### config.mk
export PLATFORM = sky130hd
export DESIGN_NAME = wb_commit_flat
export DESIGN_NICKNAME = d
export VERILOG_FILES = /design/src/rtl/wb_commit_if.sv /design/src/rtl/wb_commit.sv /design/src/flat_wrapper.sv
export SDC_FILE = /design/constraint.sdc
export NUM_CORES = 1
export LEC_CHECK = 0
export BUFFER_PORTS_ARGS = -buffer_cell sky130_fd_sc_hd__buf_2
export CORE_MARGIN = 5
export CORE_UTILIZATION = 45
export CTS_CLUSTER_DIAMETER = 30
export CTS_CLUSTER_SIZE = 24
export DETAILED_ROUTE_END_ITERATION = 7
export PLACE_DENSITY_LB_ADDON = 0.08
export SLEW_MARGIN = 20
export SYNTH_ARGS = -nofsm -noshare
export SYNTH_HDL_FRONTEND = slang
export SYNTH_SLANG_ARGS = --single-unit
### constraint.sdc
create_clock -name Clk -period 3.05 [get_ports Clk]
set_clock_uncertainty 0.1 [all_clocks]
set_input_delay 0.61 -clock Clk [delete_from_list [all_inputs] [get_ports Clk]]
set_output_delay 0.61 -clock Clk [all_outputs]
set_load 0.01 [all_outputs]
### src/rtl/wb_commit_if.sv
// MEM/WB -> writeback handshake and latched pipeline fields.
// Upstream drives through master; the commit stage consumes through slave.
interface wb_commit_if #(
  parameter int unsigned DATA_W = 32
);
  logic                  WB_valid;
  logic                  WB_ready;
  logic [4:0]            RegWr_WB;
  logic [DATA_W-1:0]     Memory_WB;
  logic [DATA_W-1:0]     ALU_WB;
  logic [2*DATA_W-1:0]   OUT_ALU64_WB;
  logic [2*DATA_W-1:0]   OUT_data64_WB;
  logic [DATA_W-1:0]     HILO_write_WB;
  logic [DATA_W-1:0]     PC8_WB;
  logic                  RegWrite;
  logic                  MemToReg;
  logic                  MemToReg64;
  logic                  MulDiv_control;
  logic                  HILO_write_control;
  logic                  Jal_control;
  logic                  FPwrite_control;
  logic                  Load_Byte_control;
  logic                  Write32_64;

  modport master (
    output WB_valid, RegWr_WB, Memory_WB, ALU_WB, OUT_ALU64_WB, OUT_data64_WB,
           HILO_write_WB, PC8_WB, RegWrite, MemToReg, MemToReg64, MulDiv_control,
           HILO_write_control, Jal_control, FPwrite_control, Load_Byte_control,
           Write32_64,
    input  WB_ready
  );

  modport slave (
    input  WB_valid, RegWr_WB, Memory_WB, ALU_WB, OUT_ALU64_WB, OUT_data64_WB,
           HILO_write_WB, PC8_WB, RegWrite, MemToReg, MemToReg64, MulDiv_control,
           HILO_write_control, Jal_control, FPwrite_control, Load_Byte_control,
           Write32_64,
    output WB_ready
  );
endinterface

### src/rtl/wb_commit.sv
// Writeback commit stage: turns retiring instructions into registered
// integer/FP/HI-LO writes; 64-bit FP results are split over two cycles.
module wb_commit #(
  parameter int unsigned DATA_W    = 32,
  parameter int unsigned JAL_REG   = 31,
  parameter bit          LB_SIGNED = 1'b1
) (
  input  logic              Clk,
  input  logic              Rst_n,
  wb_commit_if.slave        wb,
  output logic              Int_we,
  output logic [4:0]        Int_waddr,
  output logic [DATA_W-1:0] Int_wdata,
  output logic              FP_we,
  output logic [4:0]        FP_waddr,
  output logic [DATA_W-1:0] FP_wdata,
  output logic [DATA_W-1:0] HI,
  output logic [DATA_W-1:0] LO,
  output logic              Align_err
);

  typedef enum logic {IDLE, SECOND} state_t;

  state_t              state, nxt_state;
  logic [DATA_W-1:0]   hold_word, nxt_hold_word;
  logic [3:0]          hold_addr, nxt_hold_addr;
  logic                nxt_int_we, nxt_fp_we, nxt_align;
  logic [4:0]          nxt_int_waddr, nxt_fp_waddr;
  logic [DATA_W-1:0]   nxt_int_wdata, nxt_fp_wdata, nxt_hi, nxt_lo;
  logic [DATA_W-1:0]   word_data, byte_data;
  logic [2*DATA_W-1:0] dbl_data;
  logic                accept;

  assign wb.WB_ready = (state == IDLE);
  assign accept      = wb.WB_valid && (state == IDLE);

  assign byte_data = {{(DATA_W-8){LB_SIGNED ? wb.Memory_WB[7] : 1'b0}}, wb.Memory_WB[7:0]};
  assign word_data = wb.MemToReg ? wb.Memory_WB : wb.ALU_WB;
  assign dbl_data  = wb.MemToReg64 ? wb.OUT_data64_WB : wb.OUT_ALU64_WB;

  always_comb begin
    nxt_state     = state;
    nxt_hold_word = hold_word;
    nxt_hold_addr = hold_addr;
    nxt_int_we    = 1'b0;
    nxt_int_waddr = Int_waddr;
    nxt_int_wdata = Int_wdata;
    nxt_fp_we     = 1'b0;
    nxt_fp_waddr  = FP_waddr;
    nxt_fp_wdata  = FP_wdata;
    nxt_align     = 1'b0;
    nxt_hi        = HI;
    nxt_lo        = LO;

    unique case (state)
      IDLE: begin
        if (accept) begin
          if (wb.Jal_control) begin
            nxt_int_we    = 1'b1;
            nxt_int_waddr = 5'(JAL_REG);
            nxt_int_wdata = wb.PC8_WB;
          end else if (wb.RegWrite && !wb.FPwrite_control) begin
            nxt_int_we    = (wb.RegWr_WB != 5'd0);
            nxt_int_waddr = wb.RegWr_WB;
            nxt_int_wdata = (wb.MemToReg && wb.Load_Byte_control) ? byte_data : word_data;
          end else if (wb.RegWrite && !wb.Write32_64) begin
            nxt_fp_we    = 1'b1;
            nxt_fp_waddr = wb.RegWr_WB;
            nxt_fp_wdata = word_data;
          end else if (wb.RegWrite) begin
            // Low half now; odd destination is forced even and flagged.
            nxt_fp_we     = 1'b1;
            nxt_fp_waddr  = {wb.RegWr_WB[4:1], 1'b0};
            nxt_fp_wdata  = dbl_data[DATA_W-1:0];
            nxt_align     = wb.RegWr_WB[0];
            nxt_hold_word = dbl_data[2*DATA_W-1:DATA_W];
            nxt_hold_addr = wb.RegWr_WB[4:1];
            nxt_state     = SECOND;
          end

          if (wb.MulDiv_control) begin
            nxt_hi = wb.OUT_ALU64_WB[2*DATA_W-1:DATA_W];
            nxt_lo = wb.OUT_ALU64_WB[DATA_W-1:0];
          end else if (wb.HILO_write_control) begin
            if (wb.RegWr_WB[0]) nxt_hi = wb.HILO_write_WB;
            else                nxt_lo = wb.HILO_write_WB;
          end
        end
      end
      SECOND: begin
        nxt_fp_we    = 1'b1;
        nxt_fp_waddr = {hold_addr, 1'b1};
        nxt_fp_wdata = hold_word;
        nxt_state    = IDLE;
      end
      default: nxt_state = IDLE;
    endcase
  end

  always_ff @(posedge Clk or negedge Rst_n) begin
    if (!Rst_n) begin
      state     <= IDLE;
      hold_word <= '0;
      hold_addr <= '0;
      Int_we    <= 1'b0;
      Int_waddr <= '0;
      Int_wdata <= '0;
      FP_we     <= 1'b0;
      FP_waddr  <= '0;
      FP_wdata  <= '0;
      HI        <= '0;
      LO        <= '0;
      Align_err <= 1'b0;
    end else begin
      state     <= nxt_state;
      hold_word <= nxt_hold_word;
      hold_addr <= nxt_hold_addr;
      Int_we    <= nxt_int_we;
      Int_waddr <= nxt_int_waddr;
      Int_wdata <= nxt_int_wdata;
      FP_we     <= nxt_fp_we;
      FP_waddr  <= nxt_fp_waddr;
      FP_wdata  <= nxt_fp_wdata;
      HI        <= nxt_hi;
      LO        <= nxt_lo;
      Align_err <= nxt_align;
    end
  end

endmodule

### src/flat_wrapper.sv
// flat-port wrapper written by rule: the top's interface ports become plain ports
module wb_commit_flat 
#(
  parameter int unsigned DATA_W    = 32,
  parameter int unsigned JAL_REG   = 31,
  parameter bit          LB_SIGNED = 1'b1
)
  (Clk, Rst_n, Int_we, Int_waddr, Int_wdata, FP_we, FP_waddr, FP_wdata, HI, LO, Align_err, wb_WB_valid, wb_RegWr_WB, wb_Memory_WB, wb_ALU_WB, wb_OUT_ALU64_WB, wb_OUT_data64_WB, wb_HILO_write_WB, wb_PC8_WB, wb_RegWrite, wb_MemToReg, wb_MemToReg64, wb_MulDiv_control, wb_HILO_write_control, wb_Jal_control, wb_FPwrite_control, wb_Load_Byte_control, wb_Write32_64, wb_WB_ready);
  wb_commit_if #(.DATA_W(DATA_W)) wb_i ();
  input  logic Clk;
  input  logic Rst_n;
  output logic Int_we;
  output logic [4:0] Int_waddr;
  output logic [DATA_W-1:0] Int_wdata;
  output logic FP_we;
  output logic [4:0] FP_waddr;
  output logic [DATA_W-1:0] FP_wdata;
  output logic [DATA_W-1:0] HI;
  output logic [DATA_W-1:0] LO;
  output logic Align_err;
  input wire logic [$bits(wb_i.WB_valid)-1:0] wb_WB_valid;
  input wire logic [$bits(wb_i.RegWr_WB)-1:0] wb_RegWr_WB;
  input wire logic [$bits(wb_i.Memory_WB)-1:0] wb_Memory_WB;
  input wire logic [$bits(wb_i.ALU_WB)-1:0] wb_ALU_WB;
  input wire logic [$bits(wb_i.OUT_ALU64_WB)-1:0] wb_OUT_ALU64_WB;
  input wire logic [$bits(wb_i.OUT_data64_WB)-1:0] wb_OUT_data64_WB;
  input wire logic [$bits(wb_i.HILO_write_WB)-1:0] wb_HILO_write_WB;
  input wire logic [$bits(wb_i.PC8_WB)-1:0] wb_PC8_WB;
  input wire logic [$bits(wb_i.RegWrite)-1:0] wb_RegWrite;
  input wire logic [$bits(wb_i.MemToReg)-1:0] wb_MemToReg;
  input wire logic [$bits(wb_i.MemToReg64)-1:0] wb_MemToReg64;
  input wire logic [$bits(wb_i.MulDiv_control)-1:0] wb_MulDiv_control;
  input wire logic [$bits(wb_i.HILO_write_control)-1:0] wb_HILO_write_control;
  input wire logic [$bits(wb_i.Jal_control)-1:0] wb_Jal_control;
  input wire logic [$bits(wb_i.FPwrite_control)-1:0] wb_FPwrite_control;
  input wire logic [$bits(wb_i.Load_Byte_control)-1:0] wb_Load_Byte_control;
  input wire logic [$bits(wb_i.Write32_64)-1:0] wb_Write32_64;
  output wire logic [$bits(wb_i.WB_ready)-1:0] wb_WB_ready;
  assign wb_i.WB_valid = wb_WB_valid;
  assign wb_i.RegWr_WB = wb_RegWr_WB;
  assign wb_i.Memory_WB = wb_Memory_WB;
  assign wb_i.ALU_WB = wb_ALU_WB;
  assign wb_i.OUT_ALU64_WB = wb_OUT_ALU64_WB;
  assign wb_i.OUT_data64_WB = wb_OUT_data64_WB;
  assign wb_i.HILO_write_WB = wb_HILO_write_WB;
  assign wb_i.PC8_WB = wb_PC8_WB;
  assign wb_i.RegWrite = wb_RegWrite;
  assign wb_i.MemToReg = wb_MemToReg;
  assign wb_i.MemToReg64 = wb_MemToReg64;
  assign wb_i.MulDiv_control = wb_MulDiv_control;
  assign wb_i.HILO_write_control = wb_HILO_write_control;
  assign wb_i.Jal_control = wb_Jal_control;
  assign wb_i.FPwrite_control = wb_FPwrite_control;
  assign wb_i.Load_Byte_control = wb_Load_Byte_control;
  assign wb_i.Write32_64 = wb_Write32_64;
  assign wb_WB_ready = wb_i.WB_ready;
  wb_commit #(.DATA_W(DATA_W), .JAL_REG(JAL_REG), .LB_SIGNED(LB_SIGNED)) u_core (.Clk(Clk), .Rst_n(Rst_n), .wb(wb_i), .Int_we(Int_we), .Int_waddr(Int_waddr), .Int_wdata(Int_wdata), .FP_we(FP_we), .FP_waddr(FP_waddr), .FP_wdata(FP_wdata), .HI(HI), .LO(LO), .Align_err(Align_err));
endmodule
-- Yosys cells after proc, flatten, opt, wreduce, memory -nomap -nowiden
Index checks and enable logic that the tools add are counted.
- output and inout bits: 142
- register bits after elaboration: 178
- bits of input ports: 273
- logic and storage cells: 82
- reductions and logical operators: 15
- eq/ne operators: 5
- muxes and demuxes: 46
- bitwise gates (word level): 4
- operator list (kind ; count):
    32-bit 2-to-1 mux ; 15
    64-bit 2-to-1 mux ; 1
    32-bit case mux with 2 select lines ; 1
    5-bit 2-to-1 mux ; 7
    1-bit 2-to-1 mux ; 19
    4-bit AND reduction ; 3
    5-bit case mux with 2 select lines ; 1
    6-bit AND reduction ; 1
    2-bit nonzero test ; 3
    5-bit nonzero test ; 1
    1-bit logical AND ; 4
    2-bit by 1-bit inequality test with 1-bit output, second input constant ; 2
    2-bit inequality test, second input constant ; 2
    1-bit NOT ; 4
    1-bit case mux with 2 select lines ; 2
    3-bit by 2-bit inequality test with 1-bit output, second input constant ; 1
    3-bit AND reduction ; 1
    1-bit logical NOT ; 2

-- Longest topological paths before layout
- depth after elaboration: 7
- depth in mapped cells: 7
- depth with buffers taken out: 4

-- Worst setup path before layout
No wires, ideal clock.
- path kind: input port to flip-flop
- from: input wb_Jal_control
- to: register u_core.hold_word[15]
- setup time: 0.125 ns
- setup slack: 1.125 ns
- arrival: 1.700 ns
- data required time: 2.825 ns
- cell stages on the path: 6
- buffers on the path: 2
- cells stage by stage: buf_2 -> and3b_2 -> nand3_4 -> inv_4 -> buf_6 -> mux2_2
- cells in the longest elaborated chain, start to end: 2
- RTL lines (what ; RTL line ; text):
    start, declared ; flat_wrapper.sv:34 ; input wire logic [$bits(wb_i.Jal_control)-1:0] wb_Jal_control;
    1-bit NOT (no line) ; -- ;
    6-bit AND reduction (no line) ; -- ;
    end signal, assigned ; wb_commit.sv:116 ; hold_word <= nxt_hold_word;
    end, declared ; wb_commit.sv:25 ; logic [DATA_W-1:0] hold_word, nxt_hold_word;
Every way passes these cells.
A chain may end at the register's enable or synchronous reset.

-- Worst setup path after layout
- from: register u_core.state
- to: output wb_WB_ready
- cells in the longest elaborated chain, start to end: 1
- RTL lines (what ; RTL line ; text):
    start, declared ; wb_commit.sv:24 ; state_t state, nxt_state;
    start signal, assigned ; wb_commit.sv:115 ; state <= nxt_state;
    1-bit NOT (no line) ; -- ;
    end, declared ; flat_wrapper.sv:38 ; output wire logic [$bits(wb_i.WB_ready)-1:0] wb_WB_ready;
Every way passes these cells.

==> metrics.yaml <==
drive_gt1_frac: 0.526
worstSkewPairLatency_ns: 0.43
cp.arrival_ns: 1.74
port-buffer-count: 414
grt_pass1_wl_mm: 54.1
coreArea_um2: 22000
ant_nets: 0
ys_warn_count: 0
cpPeakStageDelay_ns: 0.57
ys.flop_type: "dfrtp_1"
globalplace.congestion: 0.866
numCtsBuffers: 17
synth.distinct_cells: 43
p_clk_frac: 0.300
finalCriticalPeriod_ns: 2.45
wl_per_cell_um: 22.7
drv_slew: 0
io_pins: 415
tritoncts: "yes"
p_sw_frac: 0.318
n_fill_cell: 1961
antenna_found_initial: 5
worst_slew_pin_slew_ns: 0.710
path_cells: "inv_2 -> buf_2"
final_nets: 1552
synthTopCellsByArea: "dfrtp_1 (44%), mux2_2 (22%), mux2i_1 (5.9%), a311o_1 (2.4%), and2_1 (2.2%)"
synthesis.area_um2: 10100
tns_ns: 0
crit_family: "buffers and inverters"
drt_iter0_drc: 594
cts_max_level: 4
setup_violations: 0
power_density_nw_per_um2: 547
dp_hpwl_mm: 27.6
slowest_stage: "dfrtp_1"
vdd_drop_max_mv: 0.331
clock_sinks: 178
drcViolationCount: 0
ctsLongestPathBuffers: 2
hold_class: "in2async"
outcome: "complete, no violations"
start_util: 0.461
rsz0062_at_grt: "false"
finalHoldViolations: 0
drv_cap: 0
required_ns: 2.34
synth-seq-cells: 178
comb_power_share: 0.265
die_y_um: 160
synthesis.nets: 1169
cp-end-kind: "output port"
synth_common_cells: "mux2_2 (194), dfrtp_1 (178), mux2i_1 (60)"
syn_to_final_growth_pct: 28.5
synth-async-reset-ratio: 1.00
fmax_mhz: 407
grt_usage: 0.272
die_w_um: 160
min_period_over_period: 0.805
critPathKind: "reg2out"
clockRootBuffer: "clkbuf_16"
timing.rr.end: "u_core.Int_wdata[24]$_DFFE_PN0P_"
maxSlewHeadroom: 0.527
hold_buffers: 0
crit_buf_inv: 2
ctsResizeCount: 0
worstPathMaxFanout: 28
r2r-start: "u_core.state$_DFF_PN0_"
worstSetupStartpointType: "flip-flop"
internal_power_mw: 4.85
pwr-share-seq: 0.435
p_sw_mw: 2.26
p_leak_nw: 6.24
synth_most_common_cell: "mux2_2"
grt_max_degree: 70
synth.avg_cell_area_um2: 11.3
yosysTopAreaCell: "dfrtp_1"
placed_area_um2: 12400
yosys.area.top_type_share: 0.440
placementRows: 54
synth_edf_count: 0
die_area_um2: 25600
overflow: 0
reg2reg_depth: 4
dr.pass1.iters: 5
postCtsSetupRepairBufs: 0
rrSetupSlack_ns: 0.81
synth_cells: 896
grt_pass1_vias: 8913
via_count: 8764
post-route-cell-area_um2: 13000
vias_per_cell: 5.56
wl_mm: 35.9
clkSlewWorstSetupHoldPaths_ns: 0.08
ys_seq_area_frac: 0.440
## metal layers
metal	share of wire	GRT usage
met5	0	0
met3	0.088	0.0799
met2	0.46	0.419
met4	0.015	0.0700
met1	0.43	0.377
## how the worst max path moves through the flow
| stage | slack [ns] | from | endpoint | cells after the start |
|---|---|---|---|---|
| after floorplan | 1.13 | wb_Jal_control | u_core.hold_word[15]$_DFFE_PN0P_ | 6 |
| after global placement | 0.73 | wb_MemToReg | u_core.FP_wdata[25]$_DFFE_PN0P_ | 5 |
| after detailed placement | 0.74 | wb_MemToReg | u_core.FP_wdata[25]$_DFFE_PN0P_ | 5 |
| after CTS | 0.58 | u_core.state$_DFF_PN0_ | wb_WB_ready | 2 |
| after global routing | 0.52 | u_core.state$_DFF_PN0_ | wb_WB_ready | 2 |
| final | 0.60 | u_core.state$_DFF_PN0_ | wb_WB_ready | 2 |
## final cells by class
class	count	area, µm²	area share
Multi-Input combinational cell	608	5150	0.396
Sequential cell	178	4450	0.343
Timing Repair Buffer	441	2340	0.180
Clock buffer	18	429	0.0330
Tap cell	280	350	0.0270
Clock inverter	14	141	0.0109
Inverter	33	126	0.00972
Antenna cell	5	12.5	0.000963
## logic make-up (layout without fill, tap and decap cells)
logic type,Yosys count,after routing,share of synthesized area
compound gates,163,163,0.125
buf+inv,110,506,0.0522
simple gates,181,181,0.0967
mux,264,264,0.286
flops,178,178,0.440
other cells,0,5,0
## registers in the layout, summed over array words and instances (netlist names)
register,count
u_core.hold_word,32
u_core.Align_err,1
u_core.LO,32
u_core.FP_we,1
u_core.Int_we,1
u_core.hold_addr,4
u_core.state,1
u_core.FP_waddr,5
u_core.FP_wdata,32
u_core.Int_wdata,32
u_core.HI,32
u_core.Int_waddr,5
## cell usage in the layout (no fill, tap or decap), types with 5 or more instances in the layout
cell type,synthesis,final
a211oi_1,24,24
a21oi_1,6,6
a221o_1,10,10
a22oi_1,24,24
a311o_1,24,24
a32o_1,21,21
and2_1,35,35
buf_2,33,412
buf_4,5,24
clkbuf_16,0,17
dfrtp_1,178,178
diode_2,0,5
inv_1,30,30
mux2_1,10,10
mux2_2,194,194
mux2i_1,60,60
nand2_1,38,38
nand2b_1,26,26
nand3_1,22,22
nor2_1,26,26
nor2b_1,17,17
nor4_1,5,5
o21ai_0,43,43
## metrics by stage
stage / std cells / total power [mW] / hold WS [ns] / setup slack [ns] / util
finish: 1577 / 7.11 / 0.0670 / 0.595 / 0.592
CTS: 1572 / 7.19 / 0.0887 / 0.580 / 0.591
global placement: 1540 / 5.00 / 0.365 / 0.733 / 0.565
global route: 1577 / 7.48 / 0.0979 / 0.515 / 0.592
detailed placement: 1540 / 5.03 / 0.373 / 0.742 / 0.565
floorplan: 896 / 4.09 / 0.214 / 1.13 / -
## power groups by stage
stage               sequential, mW  clock, mW  combinational (mW)
floorplan                     3.25          0               0.844
global placement              3.12          0                1.88
detailed placement            3.13          0                1.90
CTS                           3.09       2.19                1.91
global route                  3.14       2.29                2.05
finish                        3.09       2.13                1.89
Note: power is estimated with default switching activity, not from simulation.
